<file path="src/rtl/hc595_shift_driver.sv">
// Serial driver for a cascaded 74HC595-style chain: shifts a word out MSB first
// on a divided SRCLK, then pulses RCLK so every chip output updates at once.
module hc595_shift_driver #(
   parameter int DATA_W  = 16,
   parameter int CLK_DIV = 4
) (
   input  logic              CLK,
   input  logic              RST,
   input  logic [DATA_W-1:0] Data,
   input  logic              Valid,
   output logic              Ready,
   output logic              SER,
   output logic              SRCLK,
   output logic              RCLK,
   output logic              OE_n
);

   localparam int DIV_W = (CLK_DIV > 1) ? $clog2(CLK_DIV) : 1;
   localparam int CNT_W = (DATA_W > 1) ? $clog2(DATA_W) : 1;

   localparam logic [1:0] IDLE     = 2'd0;
   localparam logic [1:0] SHIFT_LO = 2'd1;
   localparam logic [1:0] SHIFT_HI = 2'd2;
   localparam logic [1:0] LATCH    = 2'd3;

   logic [1:0]        state_q, state_d;
   logic [DIV_W-1:0]  div_q, div_d;
   logic [CNT_W-1:0]  bit_q, bit_d;
   logic [DATA_W-1:0] shreg_q, shreg_d;
   logic              ready_q, ready_d;
   logic              ser_q, ser_d;
   logic              srclk_q, srclk_d;
   logic              rclk_q, rclk_d;
   logic              oe_n_q, oe_n_d;
   logic              div_last;

   assign div_last = (div_q == DIV_W'(CLK_DIV - 1));

   always_comb begin
      state_d = state_q;
      div_d   = div_q;
      bit_d   = bit_q;
      shreg_d = shreg_q;
      ready_d = ready_q;
      ser_d   = ser_q;
      srclk_d = srclk_q;
      rclk_d  = rclk_q;
      oe_n_d  = oe_n_q;
      case (state_q)
         IDLE: begin
            div_d = '0;
            if (Valid) begin
               state_d = SHIFT_LO;
               ready_d = 1'b0;
               shreg_d = Data;
               ser_d   = Data[DATA_W-1];
               bit_d   = CNT_W'(DATA_W - 1);
            end
         end
         SHIFT_LO: begin
            if (div_last) begin
               div_d   = '0;
               srclk_d = 1'b1;
               state_d = SHIFT_HI;
            end else begin
               div_d = div_q + 1'b1;
            end
         end
         SHIFT_HI: begin
            if (div_last) begin
               div_d   = '0;
               srclk_d = 1'b0;
               // SER only moves on the SRCLK fall, centring each bit on the rise
               if (bit_q == '0) begin
                  rclk_d  = 1'b1;
                  state_d = LATCH;
               end else begin
                  bit_d   = bit_q - 1'b1;
                  ser_d   = shreg_q[bit_q - 1'b1];
                  state_d = SHIFT_LO;
               end
            end else begin
               div_d = div_q + 1'b1;
            end
         end
         LATCH: begin
            if (div_last) begin
               div_d   = '0;
               rclk_d  = 1'b0;
               oe_n_d  = 1'b0;
               ready_d = 1'b1;
               ser_d   = 1'b0;
               state_d = IDLE;
            end else begin
               div_d = div_q + 1'b1;
            end
         end
         default: state_d = IDLE;
      endcase
   end

   always_ff @(posedge CLK) begin
      if (RST) begin
         state_q <= IDLE;
         div_q   <= '0;
         bit_q   <= '0;
         shreg_q <= '0;
         ready_q <= 1'b1;
         ser_q   <= 1'b0;
         srclk_q <= 1'b0;
         rclk_q  <= 1'b0;
         oe_n_q  <= 1'b1;
      end else begin
         state_q <= state_d;
         div_q   <= div_d;
         bit_q   <= bit_d;
         shreg_q <= shreg_d;
         ready_q <= ready_d;
         ser_q   <= ser_d;
         srclk_q <= srclk_d;
         rclk_q  <= rclk_d;
         oe_n_q  <= oe_n_d;
      end
   end

   assign Ready = ready_q;
   assign SER   = ser_q;
   assign SRCLK = srclk_q;
   assign RCLK  = rclk_q;
   assign OE_n  = oe_n_q;

endmodule

</file>
<file path="config.mk">
export PLATFORM = sky130hd
export DESIGN_NAME = hc595_shift_driver
export DESIGN_NICKNAME = d
export VERILOG_FILES = /design/src/rtl/hc595_shift_driver.sv
export SDC_FILE = /design/constraint.sdc
export NUM_CORES = 1
export LEC_CHECK = 0
export BUFFER_PORTS_ARGS = -buffer_cell sky130_fd_sc_hd__buf_2
export CORE_ASPECT_RATIO = 1.5
export CORE_UTILIZATION = 40
export DETAILED_ROUTE_END_ITERATION = 6
export HOLD_SLACK_MARGIN = 0.08
export SKIP_LAST_GASP = 1
export SLEW_MARGIN = 10
export SYNTH_ARGS = -nofsm -noshare
export SYNTH_HDL_FRONTEND = slang
export SYNTH_SLANG_ARGS = --single-unit
</file>
<file path="constraint.sdc">
create_clock -name CLK -period 4.4 [get_ports CLK]
set_input_delay 0 -clock CLK [delete_from_list [all_inputs] [get_ports CLK]]
set_output_delay 0 -clock CLK [all_outputs]
set_load 0.02 [all_outputs]
</file>
==> results_dict.tcl <==
set metrics [dict create \
    seqPwrFrac_pct 36.4 \
    portBuffers 23 \
    maxCapViolations 0 \
    min_period_over_period_pct 41.5 \
    ctsResizeCount 0 \
    grt_pass1_vias 1213 \
    start_util_pct 41.8 \
    hold_viol 0 \
    dr.first_iter.drc_count 31 \
    drive_gt1_share_pct 16.8 \
    clock_skew_ns 0.00392 \
    area_growth_pct 25.6 \
    ys_seq_elements 29 \
    power.share.clock_pct 20.6 \
    grt_pass1_wl_um 5410 \
    syn-instance-count 160 \
    die_w_um 50.8 \
    fp.dieH_um 75.2 \
    wl_per_cell_um 13.4 \
    slew_violations 0 \
    comb_power_share_pct 43.1 \
    fp.coreArea_um2 3420 \
    irDropWorstVdd_mv 0.282 \
    nNetsFinal 221 \
    swShare_pct 37.0 \
    dpl.cell_count 215 \
    synth_enable_flop_cells 0 \
    clockBufferDepth 2 \
    synth_area_per_cell_um2 8.93 \
    leakage_nw 0.740 \
    outcome "completed" \
    powerDensity_nw_per_um2 583 \
    dp_hpwl_um 2270 \
    hold_path_class "in2reg" \
    grt.overflow.total 0 \
    pin_count 24 \
    fmax_mhz 547 \
    critPathBufInv 1 \
    synthesis.nets 185 \
    fp-row-count 26 \
    power.internal_mw 0.659 \
    async_flop_share_pct 0 \
    grtUsageTotal_pct 19.7 \
    period_needed_ns 1.83 \
    tightest_slew_ns 0.552 \
    final_cells 238 \
    synth.yosys.seq_area_share_pct 40.6 \
    timing.setup.tns_ns 0 \
    ant_nets 0 \
    drtPass1Iterations 4 \
    place_congestion 0.810 \
    finalSetupViolCount 0 \
    die-area_um2 3820 \
    synthFlopType "dfxtp_1" \
    power_switching_mw 0.387 \
    slew_headroom_pct 63.2 \
    start_kind "register" \
    crit_arrival_ns 2.01 \
    end_kind "register" \
    rsz0062_at_grt "false" \
    antenna_found_initial 0 \
    vias 1236 \
    root_buffer "clkbuf_8" \
    cts_tree "yes" \
    drc 0 \
    netlist_area_um2 1430 \
    cts_buffers 5 \
    num_antenna_cells 0 \
    routed_wl_um 3180 \
    clk_pin_slew_ns 0.06 \
    crit_path_cell_trace "inv_1 > ha_1 > nand4bb_1 > a31oi_1 > or3_1 > o32ai_2" \
    crit_slowest_cell "dfxtp_1" \
    cpPeakStageDelay_ns 0.46 \
    synth_cell_types 37 \
    cp_top_family "simple AND/OR/NAND/NOR gates" \
    fillers 342 \
    cts_max_level 2 \
    ys.warnings.count 0 \
    grt_start_max_net_pins 31 \
    required_ns 4.58 \
    crit_type "reg2reg" \
    worstSkewPairLatency_ns 0.27 \
    cts_sinks 29 \
    cp_max_fo 6 \
    viasPerCell 5.19 \
]
-- synth_stat cells, drive strengths merged (2+ instances only) --
cell type / instances / area share [%]
o21bai: 2 / 1.1
and2: 2 / 0.88
or3: 2 / 0.88
inv: 5 / 1.3
nor2: 7 / 1.8
buf: 4 / 1.8
nor3: 4 / 2.2
nand2: 35 / 9.2
a211oi: 3 / 1.6
dfxtp: 29 / 41
ha: 6 / 5.3
a21oi: 24 / 8.4
mux4: 4 / 7.4
clkbuf: 6 / 1.6
mux2i: 3 / 2.1
a21o: 2 / 1.1
a31oi: 3 / 1.3
o21a: 2 / 1.1
-- per-layer routing --
layer	wire (um)	GRT usage, %
met5	0	0
met4	44	10.2
met3	87	4.85
met2	1780	37.8
met1	1270	19.4
-- final cells by class --
cell class | count | area (um^2) | share of cell area, %
Tap cell | 42 | 52.6 | 2.93
Multi-Input combinational cell | 116 | 781 | 43.5
Sequential cell | 29 | 581 | 32.4
Inverter | 5 | 18.8 | 1.05
Clock buffer | 7 | 86.3 | 4.81
Timing Repair Buffer | 39 | 275 | 15.3
-- through the flow --
step	hold slack [ns]	setup WS (ns)	power [mW]	util [%]	cell area (um^2)
finish	0.202	2.57	1.05	52.5	1790
global route	0.226	2.44	1.13	52.5	1790
CTS	0.190	2.56	1.06	52.5	1790
detailed placement	0.246	2.59	0.828	45.3	1550
global placement	0.240	2.70	0.805	45.3	1550
floorplan	0.136	2.80	0.745	-	1430
-- worst paths after layout --
check,startpoint,end,slack [ns],cells after the start
hold reg to reg,div_q[0]$_SDFF_PP0_,div_q[0]$_SDFF_PP0_,0.44,1
hold / removal,RST,RCLK$_SDFFE_PP0P_,0.20,2
setup reg to reg,bit_q[0]$_SDFFE_PP0P_,SER$_SDFFE_PP0P_,2.57,6
setup / recovery,bit_q[0]$_SDFFE_PP0P_,SER$_SDFFE_PP0P_,2.57,6
-- layout by cell type, fill, tap and decap left out, types with 2 or more instances in the layout --
cell            n
a21o_1          2
and2_1          2
nor3_1          3
nand2_1        35
mux4_1          4
dlygate4sd3_1  16
clkbuf_8        6
buf_2          23
o21a_1          2
dfxtp_1        29
mux2i_1         3
a21oi_1        24
a31oi_1         3
nor2_1          7
or3_1           2
a211oi_1        3
ha_1            6
o21bai_1        2
inv_1           5
-- what timing repair did --
item / in CTS / in global routing
hold endpoints to repair: 16 / 0
hold buffers: 16 / 0
setup buffers: 0 / 0
endpoints found under the setup margin: 0 / 0
-- cell families (layout without fill, tap and decap cells) --
kind of cell | count (synthesis) | count (layout) | synth area share (%)
and+or+nand+nor | 60 | 60 | 20.5
DFF | 29 | 29 | 40.6
muxes | 8 | 8 | 10.5
AOI/OAI and AO/OA | 40 | 40 | 17.2
adders and majority gates | 6 | 6 | 5.25
xor gates and xnor gates | 2 | 2 | 1.23
buffers and inverters | 15 | 51 | 4.73
-- power groups by stage --
| stage | clock network (mW) | registers [mW] | logic, mW |
|---|---|---|---|
| 2_1_floorplan | 0 | 0.373 | 0.372 |
| 3_3_place_gp | 0 | 0.381 | 0.424 |
| 3_5_place_dp | 0 | 0.386 | 0.441 |
| 4_1_cts | 0.221 | 0.380 | 0.454 |
| 5_1_grt | 0.234 | 0.388 | 0.505 |
| 6_report | 0.215 | 0.380 | 0.451 |
-- sequential cells by signal, summed over array words and instances (netlist names), 2 cells and up --
signal and cells:
bit_q 4, div_q 2, shreg_q 16, state_q 2
Note: power is estimated with default switching activity, not from simulation.
